**src/rtl/hs32_fetch.sv**
```systemverilog
// hs32_fetch -- instruction fetch stage for the HS32 core.
//
// Fetches 32-bit words from the memory arbiter at a sequential program
// counter and queues {fetch address, instruction} pairs in a small FIFO.
// The decode stage drains the FIFO through a valid/ready handshake. Execute
// redirects fetch with a one-cycle flush pulse carrying the new target.
//
// Ports:
//   clk    in   system clock, rising-edge active
//   reset  in   synchronous active-low reset
//   newpc  in   redirect target, qualified by flush
//   flush  in   one-cycle redirect pulse
//   addr   out  memory fetch address (registered)
//   dtrm   in   memory read data, qualified by rdym
//   reqm   out  memory read request (registered)
//   rdym   in   memory data valid
//   instd  out  instruction at FIFO head
//   pcd    out  address of instd
//   reqd   out  FIFO non-empty (registered)
//   rdyd   in   decode accepts head; pop on reqd && rdyd
module hs32_fetch #(
  parameter int unsigned DEPTH    = 2,
  parameter logic [31:0] RESET_PC = 32'h0
) (
  input  logic        clk,
  input  logic        reset,
  input  logic [31:0] newpc,
  input  logic        flush,
  output logic [31:0] addr,
  input  logic [31:0] dtrm,
  output logic        reqm,
  input  logic        rdym,
  output logic [31:0] instd,
  output logic [31:0] pcd,
  output logic        reqd,
  input  logic        rdyd
);

  localparam int PW = (DEPTH > 1) ? $clog2(DEPTH) : 1;
  localparam int CW = $clog2(DEPTH + 1);

  // DRAIN waits out a request that was overtaken by a flush; the arbiter
  // cannot abort it, so its data is simply thrown away on arrival.
  typedef enum logic [1:0] {
    IDLE,
    FETCH,
    DRAIN
  } state_t;

  state_t         state, state_d;
  logic [31:0]    pc, pc_d, addr_d;
  logic           reqm_d;
  logic [CW-1:0]  count, count_d;
  logic [PW-1:0]  wptr, rptr;
  logic [63:0]    fifo [DEPTH];
  logic           push, pop;

  // A flush cancels any pop in the same cycle along with the FIFO contents.
  assign pop = reqd && rdyd && !flush;

  // NOTE: every signal gets a default before the case so no path leaves it
  // unassigned; otherwise synthesis infers a latch.
  always_comb begin
    state_d = state;
    pc_d    = pc;
    addr_d  = addr;
    reqm_d  = reqm;
    push    = 1'b0;

    unique case (state)
      IDLE: begin
        if (flush) begin
          state_d = FETCH;
          addr_d  = newpc;
          reqm_d  = 1'b1;
        end else if (count < CW'(DEPTH)) begin
          // Pre-pop count: an in-flight request can then never overfill.
          state_d = FETCH;
          addr_d  = pc;
          reqm_d  = 1'b1;
        end
      end
      FETCH: begin
        if (rdym) begin
          state_d = IDLE;
          reqm_d  = 1'b0;
          if (!flush) begin
            push = 1'b1;
            pc_d = addr + 32'd4;
          end
        end else if (flush) begin
          state_d = DRAIN;
        end
      end
      DRAIN: begin
        if (rdym) begin
          state_d = IDLE;
          reqm_d  = 1'b0;
        end
      end
      default: state_d = IDLE;
    endcase

    // The latest redirect always wins, whatever the request state.
    if (flush) pc_d = newpc;
  end

  always_comb begin
    count_d = count;
    if (flush)
      count_d = '0;
    else if (push && !pop)
      count_d = count + CW'(1);
    else if (pop && !push)
      count_d = count - CW'(1);
  end

  // NOTE: sequential state uses non-blocking assignments so every register
  // samples pre-edge values, independent of statement order.
  always_ff @(posedge clk) begin
    if (!reset) begin
      state <= IDLE;
      pc    <= RESET_PC;
      addr  <= RESET_PC;
      reqm  <= 1'b0;
      count <= '0;
      wptr  <= '0;
      rptr  <= '0;
      reqd  <= 1'b0;
    end else begin
      state <= state_d;
      pc    <= pc_d;
      addr  <= addr_d;
      reqm  <= reqm_d;
      count <= count_d;
      reqd  <= (count_d != '0);
      if (flush) begin
        wptr <= '0;
        rptr <= '0;
      end else begin
        if (push) wptr <= wptr + PW'(1);
        if (pop)  rptr <= rptr + PW'(1);
      end
    end
  end

  // NOTE: the storage is reset only because the head must read as zero
  // before the first push; with a tiny DEPTH this costs just a few flops'
  // worth of reset fan-out. A larger FIFO would use a valid flag instead.
  always_ff @(posedge clk) begin
    if (!reset) begin
      for (int i = 0; i < int'(DEPTH); i++) fifo[i] <= '0;
    end else if (push) begin
      fifo[wptr] <= {addr, dtrm};
    end
  end

  assign pcd   = fifo[rptr][63:32];
  assign instd = fifo[rptr][31:0];

endmodule
```
**config.mk**
```make
export PLATFORM = sky130hd
export DESIGN_NAME = hs32_fetch
export DESIGN_NICKNAME = d
export VERILOG_FILES = /design/src/rtl/hs32_fetch.sv
export SDC_FILE = /design/constraint.sdc
export NUM_CORES = 1
export LEC_CHECK = 0
export BUFFER_PORTS_ARGS = -buffer_cell sky130_fd_sc_hd__buf_2
export CAP_MARGIN = 25
export CORE_ASPECT_RATIO = 1.4
export CORE_MARGIN = 1
export CORE_UTILIZATION = 55
export CTS_CLUSTER_SIZE = 28
export DETAILED_ROUTE_END_ITERATION = 8
export GPL_ROUTABILITY_DRIVEN = 1
export GPL_TIMING_DRIVEN = 0
export PLACE_DENSITY = 0.89
export SYNTH_ARGS = -nofsm -noshare
export SYNTH_HDL_FRONTEND = slang
export SYNTH_SLANG_ARGS = --single-unit
```
**constraint.sdc**
```tcl
create_clock -name clk -period 10.7 [get_ports clk]
set_input_delay 3.21 -clock clk [delete_from_list [all_inputs] [get_ports clk]]
set_output_delay 3.21 -clock clk [all_outputs]
set_load 0.02 [all_outputs]
```
==> reports/results.md <==
## Placed design
* 15700 um — HPWL Detailed
* 5.03 ns — setup slack at placement
* 10500 um^2 — placed standard-cell area
* 165 — IO Port Bufs
* 0.872 — placer congestion estimate

## Global route
* 0 — total global routing overflow
* 25.9% — GRT Total Usage
* 65 — largest net degree at the start of global routing
* 6847 — via count of the first global-routing pass
* 2 — number of antenna violations at the first check in global routing
* 35000 um — first-pass GRT wire length

## Floorplanning
* 17400 um^2 — floorplan die area
* 56.9% — initial standard-cell utilization of the core
* 112 um — Die Width
* 156 um — height of the chip
* 55 — number of standard-cell rows in the floorplan
* 167 — boundary pin count
* 16300 um^2 — standard cell core area

## Pwr
* 0.478 mW — net switching power of the design
* 1.88 mW — total power consumption of the routed design
* 121 uV — worst vdd ir
* 48.7% — power share of the sequential group
* 4.92 nW — Lkg Pwr
* 169 nW/um^2 — power density cells
* 38.1% — clock network fraction of design power
* 25.5% — fraction of power spent switching nets
* 1.40 mW — internal power of the cells
* 13.2% — fraction of power consumed by combinational cells

## Clocking
* 0.06 ns — Worst-path clk slew
* clkbuf_16 — clock root buffer
* 20 — CTS Buf Count
* 3 — clock buffer depth
* 0 — quantity of gates resized following cts
* 0 — # Post-CTS Setup Buffers
* 0.49 ns — Clk Latency, worst-skew pair
* 201 — TritonCTS sink count
* done — CTS tree
* 1 — H-tree levels
* 0 — Post-CTS Hold Buffers

## Timing
* 4.95 ns — fin worst setup slack
* 53.7% — fraction of the cycle the final worst path needs
* 0 — final max-slew violation count
* 0 — number of failing setup endpoints in the final timing report
* 0.174 GHz — Fmax achieved
* 5.75 ns — final worst path period need
* false — RSZ-0062 raised after global routing
* 0.00774 ns — worst clock skew on the final layout
* 0.931 ns — transition at the pin with the smallest max-transition slack
* 37.9% — headroom to the max-slew limit
* 0 ns — Setup TNS
* 0 — final hold viol count

## Cells and area
* 1047 — final net count
* 19.9% — area growth from synthesis to layout
* 27.8% — share of post-route cells with drive strength above 1
* 68.3% — final design utilization
* 11100 um^2 — final standard cell area without fillers

## Drt
* 22800 um — routed wire length
* 6782 — total via count in the routed design
* 7 — number of iterations in the first detailed-routing pass
* 640 — number of DRC markers in iteration 0
* 19.2 um — detail-routed net length per standard cell
* 12 — DR DRC count
* 0 — number of nets still failing antenna checks after routing
* 5.72 — Via-to-Cell Ratio

## Setup path
* register — nature of the critical path startpoint
* 0.58 ns — Crit path largest cell delay
* register to output pin — Worst Setup Path Type
* 7.49 ns — required time of the worst setup path
* clkbuf_1 — most used cell, CP
* buffers and inverters — cell type group with the largest total delay on the critical path
* 3 — worst path buffer plus inverter count
* clkbuf_1 — slowest cell on the critical path
* 10 — Worst Path Max Fanout
* output pin — CP Capture Type
* clkbuf_1 > clkbuf_1 > mux2_2 > buf_2 — worst-path cell chain
* 2.54 ns — arrival time of the worst setup path

## Run status
* DRC — violated checks
* finished with violations — status

## Logic synthesis
* 0% — FFs w/ async S/R, synth
* edfxtp_1 — flip-flop cell with the highest count after synthesis
* 57.2% — proportion of synthesized chip area in sequential cells
* 0 — count of yosys warnings during synthesis
* 201 — count of state elements after synthesis
* 11.9 um^2 — post-synthesis average cell area
* 781 — synthesized instance count
* 40 — distinct cell type count after synthesis
* 9280 um^2 — synthesized cell area
* 856 — syn_nets
* 128 — EDFF count, synth

## Flow run
* 0 — count of max-cap constraint violations

## Worst hold path
* register to register — HP Class

## registers in the layout, summed over array words and instances, names as in the netlist, named ones only
signal  flops
fifo      128
pc         32
wptr        1
reqm        1
count       2
addr       32
reqd        1
rptr        1
state       2
## per-stage QoR
stage	cells	hold slack (ns)
after floorplan	781	0.472
after global placement	1145	0.489
after detailed placement	1149	0.500
after CTS	1184	0.511
after global routing	1186	0.555
final	1186	0.507
## synthesized netlist by cell type, drive strengths merged (2+ instances only)
cell	n	area share, %
mux2i	31	3.3
o31ai	3	0.24
nand3	26	1.4
nor2	19	0.80
o311ai	3	0.28
a222oi	2	0.22
inv	6	0.24
nand2b	12	0.81
a22o	16	1.5
and3	9	0.61
buf	10	0.58
o21ai	24	1.3
o211a	32	3.5
clkbuf	47	1.9
mux2	64	7.8
nor3	6	0.32
nor2b	10	0.67
nand2	56	2.3
dfxtp	73	16
and2	133	9.0
xor2	19	1.8
nand4	8	0.54
xnor2	11	1.0
and4	7	0.66
ha	6	0.81
a21oi	13	0.70
edfxtp	128	41
## layout make-up
class                   instances  area (um^2)
plain buffers                  57          231
well taps                     199          249
inverters                       6         22.5
diodes                          2         5.00
clock inverters                10          124
repair buffers                169          911
fillers                      1193         5180
flip-flops and latches        201         5310
multi-input cells             517         3740
clock buffers                  25          541
## metal layers
| layer | wire length (um) | vias to the layer above | global-route usage (%) |
|---|---|---|---|
| met5 | 0 | - | 0 |
| met4 | 928 | 0 | 13.8 |
| met3 | 1440 | 81 | 3.85 |
| met2 | 12000 | 290 | 47.5 |
| met1 | 8400 | 3234 | 28.8 |
| li1 | - | 3177 | - |
## placed cells by master, fill, tap and decap left out, drive strengths merged, types with 19 or more instances in the layout
cell,instances
edfxtp,128
mux2,64
o21ai,24
and2,133
nand3,26
xor2,19
mux2i,31
o211a,32
buf,179
clkbuf,72
nor2,19
dfxtp,73
nand2,56
## worst min-delay path, stage by stage, from the launching register on
cell     delay, ns
dfxtp_1       0.32
xor2_1        0.08
nor2_1        0.07
## worst paths after layout
check / from / end / slack [ns] / cells past startpoint
worst max-delay path: register / pcd[11] / 4.95 / 4
worst min-delay path: rptr$_SDFFE_PP0P_ / register / 0.51 / 2
worst max register to register: state[1]$_SDFFE_PN0P_ / fifo[1][58]$_SDFFCE_PN0P_ / 7.69 / 7
worst min register to register: rptr$_SDFFE_PP0P_ / register / 0.51 / 2
## power groups by stage
stage	combinational, mW	clock [mW]	sequential (mW)
CTS	0.248	0.720	0.914
finish	0.248	0.715	0.915
floorplan	0.138	0	0.939
global placement	0.235	0	0.931
detailed placement	0.245	0	0.930
global route	0.267	0.750	0.920
## cell families (layout without fill, tap and decap cells)
logic type               Yosys count  count (layout)  synth area share [%]
multiplexers                      95              95                  11.1
adder cells (fa/ha/maj)            6               6                 0.809
AND/OR/NAND/NOR                  288             288                  17.2
buffers and inverters             63             267                  2.74
AO/OA/AOI/OAI                     98              98                  8.13
flip-flops                       201             201                  57.2
XOR/XNOR                          30              30                  2.83
other                              0               2                     0
Note: power is estimated with default switching activity, not from simulation.
